==> config.mk <==
export PLATFORM = sky130hd
export DESIGN_NAME = mem_bus_arbiter
export DESIGN_NICKNAME = d
export VERILOG_FILES = /design/src/rtl/mem_bus_arbiter.sv
export SDC_FILE = /design/constraint.sdc
export NUM_CORES = 1
export LEC_CHECK = 0
export ABC_AREA = 1
export CAP_MARGIN = 40
export CORE_UTILIZATION = 42
export CTS_CLUSTER_SIZE = 28
export DETAILED_ROUTE_END_ITERATION = 6
export PLACE_DENSITY = 0.87
export SYNTH_ARGS = -nofsm -noshare
export SYNTH_HDL_FRONTEND = slang
export SYNTH_SLANG_ARGS = --single-unit
==> constraint.sdc <==
create_clock -name clk -period 1.82 [get_ports clk]
set_clock_uncertainty 0.1 [all_clocks]
set_input_delay 0.455 -clock clk [delete_from_list [all_inputs] [get_ports clk]]
set_output_delay 0.455 -clock clk [all_outputs]
set_load 0.02 [all_outputs]
==> src/rtl/mem_bus_arbiter.sv <==
// ---------------------------------------------------------------------------
// mem_bus_arbiter
//
// Shares the single external memory bus between the instruction fetch port
// and the MEM-stage data port. One transaction is in flight at a time; every
// bus output is a register, and each requester gets a one-cycle ack pulse
// when its transaction completes.
//
// Arbitration: data has priority, but once MAX_DATA_RUN data grants have been
// made back to back while a fetch was waiting, the fetch wins the next grant.
//
// Optional feature (compile-time macro ARB_TIMEOUT_EN):
//   defined   - a BUSY transaction with no bus_ack for TIMEOUT_CYCLES cycles
//               is aborted; the owner gets ack + err with rdata = 0.
//   undefined - BUSY waits for bus_ack indefinitely; inst_err/data_err are 0.
//
// Ports
//   clk, rst                 clock (rising edge), async active-low reset
//   inst_req/inst_addr       fetch request, held until inst_ack
//   inst_ack/inst_rdata/inst_err   fetch completion pulse, data, abort flag
//   data_req/data_we/data_be/data_addr/data_wdata   data request
//   data_ack/data_rdata/data_err   data completion pulse, data, abort flag
//   bus_req/bus_we/bus_be/bus_addr/bus_wdata        registered bus request
//   bus_ack/bus_rdata        external completion and read data
// ---------------------------------------------------------------------------
module mem_bus_arbiter #(
  parameter int ADDR_W         = 32,
  parameter int DATA_W         = 32,
  parameter int MAX_DATA_RUN   = 4,
  parameter int TIMEOUT_CYCLES = 255
) (
  input  logic                clk,
  input  logic                rst,

  input  logic                inst_req,
  input  logic [ADDR_W-1:0]   inst_addr,
  output logic                inst_ack,
  output logic [DATA_W-1:0]   inst_rdata,
  output logic                inst_err,

  input  logic                data_req,
  input  logic                data_we,
  input  logic [DATA_W/8-1:0] data_be,
  input  logic [ADDR_W-1:0]   data_addr,
  input  logic [DATA_W-1:0]   data_wdata,
  output logic                data_ack,
  output logic [DATA_W-1:0]   data_rdata,
  output logic                data_err,

  output logic                bus_req,
  output logic                bus_we,
  output logic [DATA_W/8-1:0] bus_be,
  output logic [ADDR_W-1:0]   bus_addr,
  output logic [DATA_W-1:0]   bus_wdata,
  input  logic                bus_ack,
  input  logic [DATA_W-1:0]   bus_rdata
);

  localparam int BE_W  = DATA_W / 8;
  localparam int RUN_W = $clog2(MAX_DATA_RUN + 1);
  localparam logic [RUN_W-1:0] RUN_LIMIT = RUN_W'(MAX_DATA_RUN);

  // Elaboration-time parameter sanity checks.
  if (MAX_DATA_RUN < 1) begin : g_bad_run
    $error("mem_bus_arbiter: MAX_DATA_RUN must be >= 1");
  end
  if (TIMEOUT_CYCLES < 1) begin : g_bad_timeout
    $error("mem_bus_arbiter: TIMEOUT_CYCLES must be >= 1");
  end

  typedef enum logic [1:0] {
    ST_IDLE = 2'd0,
    ST_BUSY = 2'd1,
    ST_DONE = 2'd2
  } state_t;

  state_t           state_reg;
  logic             owner_inst_reg;   // 1: fetch owns the bus, 0: data owns it
  logic [RUN_W-1:0] run_reg;          // data grants made while a fetch waited

  // Fetch wins only when data is idle or the data run has hit its limit.
  logic inst_win;
  assign inst_win = inst_req && (!data_req || (run_reg == RUN_LIMIT));

`ifdef ARB_TIMEOUT_EN
  localparam int TO_W = $clog2(TIMEOUT_CYCLES + 1);
  localparam logic [TO_W-1:0] TO_LAST = TO_W'(TIMEOUT_CYCLES - 1);

  logic [TO_W-1:0] busy_cnt_reg;
  logic            timeout_hit;

  // busy_cnt_reg counts BUSY cycles already spent without bus_ack; the abort
  // fires at the edge ending the TIMEOUT_CYCLES-th such cycle.
  assign timeout_hit = (busy_cnt_reg == TO_LAST);
`else
  assign inst_err = 1'b0;
  assign data_err = 1'b0;
`endif

  always_ff @(posedge clk or negedge rst) begin
    if (!rst) begin
      state_reg      <= ST_IDLE;
      owner_inst_reg <= 1'b0;
      run_reg        <= '0;
      inst_ack       <= 1'b0;
      inst_rdata     <= '0;
      data_ack       <= 1'b0;
      data_rdata     <= '0;
      bus_req        <= 1'b0;
      bus_we         <= 1'b0;
      bus_be         <= '0;
      bus_addr       <= '0;
      bus_wdata      <= '0;
`ifdef ARB_TIMEOUT_EN
      busy_cnt_reg   <= '0;
      inst_err       <= 1'b0;
      data_err       <= 1'b0;
`endif
    end else begin
      // Acks and errors are single-cycle pulses; they are only raised on the
      // edge entering DONE, so default them low every cycle.
      inst_ack <= 1'b0;
      data_ack <= 1'b0;
`ifdef ARB_TIMEOUT_EN
      inst_err <= 1'b0;
      data_err <= 1'b0;
`endif

      case (state_reg)
        ST_IDLE: begin
          // The run counter only tracks back-to-back data grants with a
          // fetch waiting; any idle cycle without a fetch pending resets it.
          if (!inst_req || inst_win) begin
            run_reg <= '0;
          end else if (data_req) begin
            run_reg <= run_reg + 1'b1;
          end

          if (inst_req || data_req) begin
            state_reg      <= ST_BUSY;
            owner_inst_reg <= inst_win;
            bus_req        <= 1'b1;
`ifdef ARB_TIMEOUT_EN
            busy_cnt_reg   <= '0;
`endif
            if (inst_win) begin
              // A fetch is always a full-word read.
              bus_addr  <= inst_addr;
              bus_we    <= 1'b0;
              bus_be    <= {BE_W{1'b1}};
              bus_wdata <= '0;
            end else begin
              bus_addr  <= data_addr;
              bus_we    <= data_we;
              bus_be    <= data_be;
              bus_wdata <= data_wdata;
            end
          end
        end

        ST_BUSY: begin
          // bus_* stay untouched here so the slave sees a stable request.
          if (bus_ack) begin
            bus_req   <= 1'b0;
            state_reg <= ST_DONE;
            if (owner_inst_reg) begin
              inst_ack   <= 1'b1;
              inst_rdata <= bus_rdata;
            end else begin
              data_ack   <= 1'b1;
              data_rdata <= bus_rdata;
            end
          end
`ifdef ARB_TIMEOUT_EN
          else if (timeout_hit) begin
            bus_req   <= 1'b0;
            state_reg <= ST_DONE;
            if (owner_inst_reg) begin
              inst_ack   <= 1'b1;
              inst_err   <= 1'b1;
              inst_rdata <= '0;
            end else begin
              data_ack   <= 1'b1;
              data_err   <= 1'b1;
              data_rdata <= '0;
            end
          end else begin
            busy_cnt_reg <= busy_cnt_reg + 1'b1;
          end
`endif
        end

        ST_DONE: begin
          // Ack is visible this cycle; the requester drops its request by
          // the next edge, so the following IDLE cycle sees fresh requests.
          state_reg <= ST_IDLE;
        end

        default: begin
          state_reg <= ST_IDLE;
          bus_req   <= 1'b0;
        end
      endcase
    end
  end

endmodule

Word level (Yosys, flattened, before mapping)
Index checks and enable logic that the tools add are counted.

Register bits after elaboration: 142. Bits of input ports: 138. Output and inout port bits: 138. Word-level logic and storage cells: 52.

$add $sub $neg: 1. Equal/unequal tests: 5. Muxes and demuxes: 18. Bitwise operators: 2. Reduce and logical (&&, ||, !) cells: 14.

Operators with widths (count): 32-bit 2-to-1 mux (2); 1-bit 2-to-1 mux (9); 3-bit AND reduction (3); 3-bit 2-to-1 mux (2); 2-bit AND reduction (3); 2-bit 2-to-1 mux (2); 4-bit 2-to-1 mux (1); 2-bit != test (second input constant) (2); 2-bit one-hot mux with 2 select lines (1); 3-bit by 1-bit adder with 3-bit output (second input constant) (1); 3-bit == test (second input constant) (1); 1-bit logical OR (3); 1-bit one-hot mux with 3 select lines (1); 2-bit by 1-bit == test with 1-bit output (second input constant) (1); 2-bit == test (second input constant) (1); 1-bit zero test (2); 2-bit zero test (1); 1-bit NOT (2); 2-bit nonzero test (1); 1-bit logical AND (1).

Depth between registers and ports, before layout
Depth after elaboration: 6. Gate-level depth with buffers: 10. Gate-level depth less buffers: 8.

Worst setup path after synthesis
OpenSTA, ideal clock, no wires.

Path kind: reg-to-reg. From: reg run_reg[0]. To: reg bus_addr[11]. Arrival: 1233 ps. Data required time: 1602 ps. Path slack: 369 ps. Stages on the path, launching flop included: 10. Path through: dfrtp_1 > inv_1 > ha_1 > nand2_1 > nand2_2 > nand2_1 > clkbuf_1 > nand2_1 > nand3_1 > nand2_1.

Cells in the longest elaborated chain, start to end: 4.

Ends and longest elaborated chain: start: declaration (line 79) `logic [RUN_W-1:0] run_reg;`; start signal: assignment (line 136) `run_reg <= run_reg + 1'b1;`; 3-bit == test (line 83) `assign inst_win = inst_req && (!data_req || (run_reg == RUN_LIMIT));`; 1-bit logical OR (line 83); 1-bit logical AND (line 83); 32-bit 2-to-1 mux (line 146) `if (inst_win) begin`; end signal: assignment (line 148) `bus_addr <= inst_addr;`; end signal: assignment (line 153) `bus_addr <= data_addr;`; end: declaration (line 53) `output logic [ADDR_W-1:0] bus_addr,`.

Every way passes these cells. A chain may end at the register's enable or synchronous reset.

Worst setup path after layout
From: reg data_rdata[13]. To: out data_rdata[13].

RTL lines: start: declaration (line 47) `output logic [DATA_W-1:0] data_rdata,`; start signal: assignment (line 171) `data_rdata <= bus_rdata;`.

No word-level cell between the ends.

==> results.md <==
- Register bit total from synthesis: 142
- Critical path's top delay family: flip-flops
- CP Max Fanout: 2
- PwrDens: around 1600 nW/um^2
- Minimum clock period: 1700 ps
- Pleak: 5.24 nW
- Area growth syn-to-layout: 58.0%
- Compound-Gate Fraction of Synth Area: 5.82%
- Overflow after GRT: 0
- Via Count: 5,676
- Die width: 122 um
- Initial antenna violation count: 0
- Sequential Area: 3550 sq um
- Routed wire per std cell: 14.2 um
- Clk slew on worst S/H paths: about 60 ps
- Crit path buf inv count: 1
- Clock latency at the later pin of the worst-skew pair: about 400 ps
- Top-area cell type share of the netlist area: 58.6%
- CP max stage delay: 400 ps
- Unique masters post-synth: 21
- Gate Count Post-Synth: 721
- Worst hold stages: 2
- DR DRC count: 0
- Vias in the first global route: between 5,000 and 6,000
- WP data required: 1260 ps
- Cell Area, Placed: 9130 sq um
- Final Core Density: 68.4%
- Final Non-Filler Cells: 1,193
- Synthesis Warnings: 0
- Die Height: 122 um
- Core area: 14,000 sq um
- Cell breakdown of the critical path: dlygate4sd2_1
- Post-synthesis adder-cell area fraction: less than 1%
- Share of cells above drive strength 1: under 10%
- Cells after DPL: about 1,200
- Row count: 43
- Post-DRT Antenna Nets: 0
- EDFF count, synth: 0
- Final WL: 16,900 um
- Die ar.: around 15,000 sq um
- Multi-input logic area: 1870 sq um
- Final slew viol count: 0
- Synthesized cell area: approximately 6000 sq um
- Dominant cell by count in the synthesized netlist: nand2_1
- Slowest CP cell: dfrtp_1
- Ant. Diodes: 0
- Detailed Route Iter0 Violations: 338
- CTS tree: built
- Fmax: 0.590 GHz
- Drt pass-1 iters: 6
- Seq/Total Area, Yosys: 58.6%
- First-pass GRT wire length: 27,100 um
- Syn avg cell area: between 8 and 9 sq um
- Setup WS pre-CTS: -123 ps
- Startpoint Class: flip-flop
- Clock sink count: 142
- Hold Vio Cnt, Final: 0
- Status: finished clean
- Post-CTS setup buffer count: 0
- Final hold slack: 369 ps
- MaxCap Viol Count: 0
- Unrepaired setup endpoints after global routing: false
- Clk root buf: clkbuf_16
- Worst Setup Slack, final: 125 ps
- Port buffer count: 273
- XOR/XNOR share of the synthesized area: 0.145%
- Mux cell area share after synthesis: 0%
- Crit path kind: reg -> out
- Cell area after layout: 9570 sq um
- Top cells by area, synth: dfrtp_1, nand2_1, nand3_1
- Largest family of logic cells by synthesized area: simple AND/OR/NAND/NOR gates
- Yosys top cell by area: dfrtp_1
- Vias per std cell: 4.76
- HPWL after DPL: around 13,000 um
- WP depth: 1
- Starting density of the core: 43.3%
- Routability cong.: between 0.8 and 0.9
- H-tree depth: 4
- Post-synth top cells: nand2_1, dfrtp_1, inv_1
- IO Pins: 276
- CP Data Arrival Time: roughly 1100 ps
- Synth async-reset ratio: 100%
- Simple-gate share of the synthesized area: approximately a quarter
- TritonCTS Buffers: 17
- Final Cycle Share: 93.1%
- R2R depth: 8
- Peak supply drop: between 0.7 and 0.8 mV
- Worst setup EP type: output port
- GRT Overall Usage: 23.7%
- Final setup violation count: 0
- Final nets: 1,140
- Pin count of the biggest net entering global routing: between 60 and 70
- Most used flip-flop cell after synthesis: dfrtp_1
- CTS Buffer Depth: 2
- Min-delay worst type: reg -> reg
- Fillers: approximately 1,100
==> layer usage <==
layer  track usage, %  routed length (um)  vias to the layer above
met3             5.01                 992                       51
met5                0                   0                        -
met2             39.9                8560                      219
met4             12.8                 729                        0
li1                 -                   -                     2783
met1             28.4                6630                     2623
==> per-stage QoR <==
| stage | power (mW) | setup TNS [ps] |
|---|---|---|
| after detailed placement | 13.2 | -5980 |
| after global placement | 13.0 | -2680 |
| after global routing | 16.6 | 0 |
| final | 15.6 | 0 |
| after CTS | 15.8 | 0 |
| after floorplan | 9.19 | 0 |
==> layout make-up <==
type	count	area share (%)
inverter	108	4.23
timing repair buffer	303	30.5
tap	180	2.35
clock buffer	19	4.63
sequential	142	37.1
clock inverter	13	1.70
multi-input combinational	428	19.5
==> worst paths after layout <==
check | endpoint | slack (ps) | startpoint
max in group asynchronous | bus_addr[17]$_DFFE_PN0P_ | 640 | rst
worst max-delay path | data_rdata[13] | 120 | data_rdata[13]$_DFFE_PN0P_
worst min-delay path | bus_addr[31]$_DFFE_PN0P_ | 370 | bus_addr[31]$_DFFE_PN0P_
min in group asynchronous | data_rdata[26]$_DFFE_PN0P_ | 420 | rst
worst min register to register | bus_addr[31]$_DFFE_PN0P_ | 370 | bus_addr[31]$_DFFE_PN0P_
worst max register to register | bus_wdata[8]$_DFFE_PN0P_ | 230 | run_reg[0]$_DFFE_PN0P_
==> where the power goes <==
group / total, mW / internal [mW] / switching, mW
clock: 3.51 / 2.20 / 1.32
combinational: 6.78 / 2.60 / 4.18
sequential: 5.32 / 4.59 / 0.721
total: 15.6 / 9.39 / 6.21
==> kinds of logic (layout without fill, tap and decap cells) <==
logic type               count (synthesis)  in the layout
AO/OA/AOI/OAI                           70             70
XOR/XNOR                                 1              1
adder cells (fa/ha/maj)                  2              2
buffers and inverters                  152            443
flip-flops                             142            142
other                                    1              2
AND/OR/NAND/NOR                        353            353
==> repair_timing <==
action / 4_1_cts / 5_1_grt
hold endpoints to repair: 34 / 0
hold buffers: 1 / 0
endpoints found under the setup margin: 136 / 0
resized for setup: 136 / 0
==> layout by cell type (no fill, tap or decap), drive strengths merged, types with 2 or more instances in the layout <==
cell type	netlist	final
nor2	17	17
bufinv	0	3
conb	1	2
inv	108	110
nand2	236	236
ha	2	2
clkdlybuf4s50	0	136
o21ai	68	68
dlygate4sd2	0	136
clkbuf	10	19
buf	34	30
clkinvlp	0	3
dfrtp	142	142
clkinv	0	5
nand3	100	100
Note: power is estimated with default switching activity, not from simulation.
==> edit (same flow settings) <==
Add a define of `ARB_TIMEOUT_EN`.
--- a/src/rtl/mem_bus_arbiter.sv
+++ b/src/rtl/mem_bus_arbiter.sv
@@ -23,6 +23,8 @@
 //   bus_req/bus_we/bus_be/bus_addr/bus_wdata        registered bus request
 //   bus_ack/bus_rdata        external completion and read data
 // ---------------------------------------------------------------------------
+`define ARB_TIMEOUT_EN
+
 module mem_bus_arbiter #(
   parameter int ADDR_W         = 32,
   parameter int DATA_W         = 32,
Behaviour: no difference found for any inputs over 4 cycles, from zero or initial values and one cycle with rst low; that may be too few to reach the edited logic, so the function may still have changed.
==> edit against the original RTL <==
- cell area rose by 4.0%
- wire length rose by 12%
- setup slack got worse by 42 ps
- first-iteration DRC count fell by 0.30%
- power rose by 4.9%
- synthesized area rose by 6.5%
- sequential cell count rose by 10
- via count rose by 5.2%
- global-route usage rose by 0.97 points
==> edit: results (changes against the original RTL) <==
[final_layout]
drive_gt1_share_pct=12.7  ; was 6.91%
final.fill_count=1157  ; was 1,115
fin_nets=1118  ; was 1,140
stdcell_count=1172  ; was 1,193

[setup_path]
crit_arrival_ps=1180  ; was 1140 ps
cp-startpoint=bus_addr[11]  ; was data_rdata[13]
crit_path_top_delay_cell=dlygate4sd2_1  ; was dfrtp_1
path_delay_family=buffers and inverters  ; was flip-flops
cp_slowest_stage_delay_ps=380  ; was 400 ps
regToRegStartpoint=busy_cnt_reg[0]  ; was run_reg[0]

[synthesis]
seq_area_frac_synth_pct=58.9  ; was 58.6%
syn_inst=691  ; was 721
synth_top_cells_by_area=dfrtp_1 59%, nand2_1 13%, o21ai_2 6.4%, a21oi_1 5.5%, nand3_1 3.6%  ; was dfrtp_1 59%, nand2_1 15%, nand3_1 8.3%, inv_1 6.6%, o21ai_0 4.8%
synth_cell_types=25  ; was 21
ys_top_cells_by_count=220 x nand2_1, 152 x dfrtp_1, 71 x a21oi_1  ; was 235 x nand2_1, 142 x dfrtp_1, 106 x inv_1
async_reset_ff_share_pct=100  ; unchanged

[sta]
slew_violations=0  ; unchanged

[routing]
routed-via-count=5969  ; was 5,676
drt_iter0_markers=337  ; was 338
dr.pass1.iters=5  ; was 6
wl_per_cell_um=16.2  ; was 14.2 µm
ant_nets=0  ; unchanged

[hold_path]
hold_path.startpoint=inst_rdata[7]  ; was bus_addr[31]

[placement]
io_buffers=275  ; was 273
hpwlAfterDp_um=13700  ; was 12,700 µm
gp_congestion=0.889  ; was 0.861

[outcome]
status=finished, final reports clean  ; unchanged

[cts]
numCtsBuffers=17  ; unchanged
insertion_delay_ps=420  ; was 400 ps
clock_path_buffers=2  ; unchanged

[global_routing]
antenna_found_initial=0  ; unchanged
grt_pass1_wl_um=30600  ; was 27,100 µm
grt_usage_pct=24.7  ; was 23.7%
overflow=0  ; unchanged
first_global_vias=6162  ; was 5,442
grt_max_degree=58  ; was 66

[power_and_ir_drop]
vdd_drop_max_v=0.000867  ; was 0.000732 V
p_leak_nw=4.90  ; was 5.24 nW
power_switching_mw=6.80  ; was 6.21 mW

==> edit: power by group through the flow <==
| stage | registers, mW | logic [mW] | clock network, mW |
|---|---|---|---|
| 5_1_grt | 5.81 | 7.94 | 3.61 |
| 3_3_place_gp | 5.67 | 8.10 | 0 |
| 6_report | 5.64 | 7.31 | 3.42 |
| 2_1_floorplan | 7.35 | 2.52 | 0 |
| 4_1_cts | 5.64 | 7.35 | 3.47 |
| 3_5_place_dp | 5.71 | 8.29 | 0 |
==> edit: per-layer routing <==
metal | GRT usage [%] | wire, µm
met5 | 0 | 0
met4 | 12.0 | 610
met3 | 9.26 | 1790
met2 | 40.5 | 9320
met1 | 28.5 | 7270
==> edit: final cells by class <==
| class | count | share of cell area [%] |
|---|---|---|
| flip-flops and latches | 152 | 38.2 |
| repair buffers | 310 | 29.7 |
| multi-input cells | 478 | 23.4 |
| clock buffers | 17 | 4.27 |
| well taps | 184 | 2.31 |
| clock inverters | 14 | 1.43 |
| inverters | 17 | 0.641 |
==> edit: path summary, 6_finish.rpt <==
check	end	slack, ps	depth (start not counted)
worst max-delay path	bus_addr[11]	80	1
worst min-delay path	inst_rdata[7]	370	2
min in group asynchronous	inst_rdata[12]	400	2
max in group asynchronous	busy_cnt_reg[1]	690	3
worst max register to register	inst_rdata[6]	140	10
worst min register to register	inst_rdata[7]	370	2
==> edit: timing repair <==
action	4_1_cts	5_1_grt
cloned	0	0
hold buffers	1	0
pin swaps	0	0
setup endpoints to repair	138	53
endpoints found under the hold margin	23	0
gates resized for setup	138	2
==> edit: kinds of logic (layout without fill, tap and decap cells) <==
group / after synthesis / count (layout) / share of synthesized area, %
AND/OR/NAND/NOR: 325 / 325 / 20.5
XOR/XNOR: 4 / 4 / 0.543
adder cells (fa/ha/maj): 4 / 4 / 0.776
flip-flops: 152 / 152 / 58.9
AO/OA/AOI/OAI: 145 / 145 / 14.0
buffers and inverters: 61 / 358 / 5.22
==> edit: per-stage QoR <==
| step | setup slack, ps | hold WS, ps | TNS, ps | instance area (µm²) | total power, mW |
|---|---|---|---|---|---|
| global route | 21.3 | 396 | 0 | 9960 | 17.4 |
| global placement | -94.5 | 260 | -5880 | 9540 | 13.8 |
| finish | 82.7 | 375 | 0 | 9960 | 16.4 |
| CTS | 15.2 | 378 | 0 | 9950 | 16.5 |
| detailed placement | -166 | 259 | -11240 | 9540 | 14.0 |
| floorplan | 172 | 59.4 | 0 | 6450 | 9.86 |
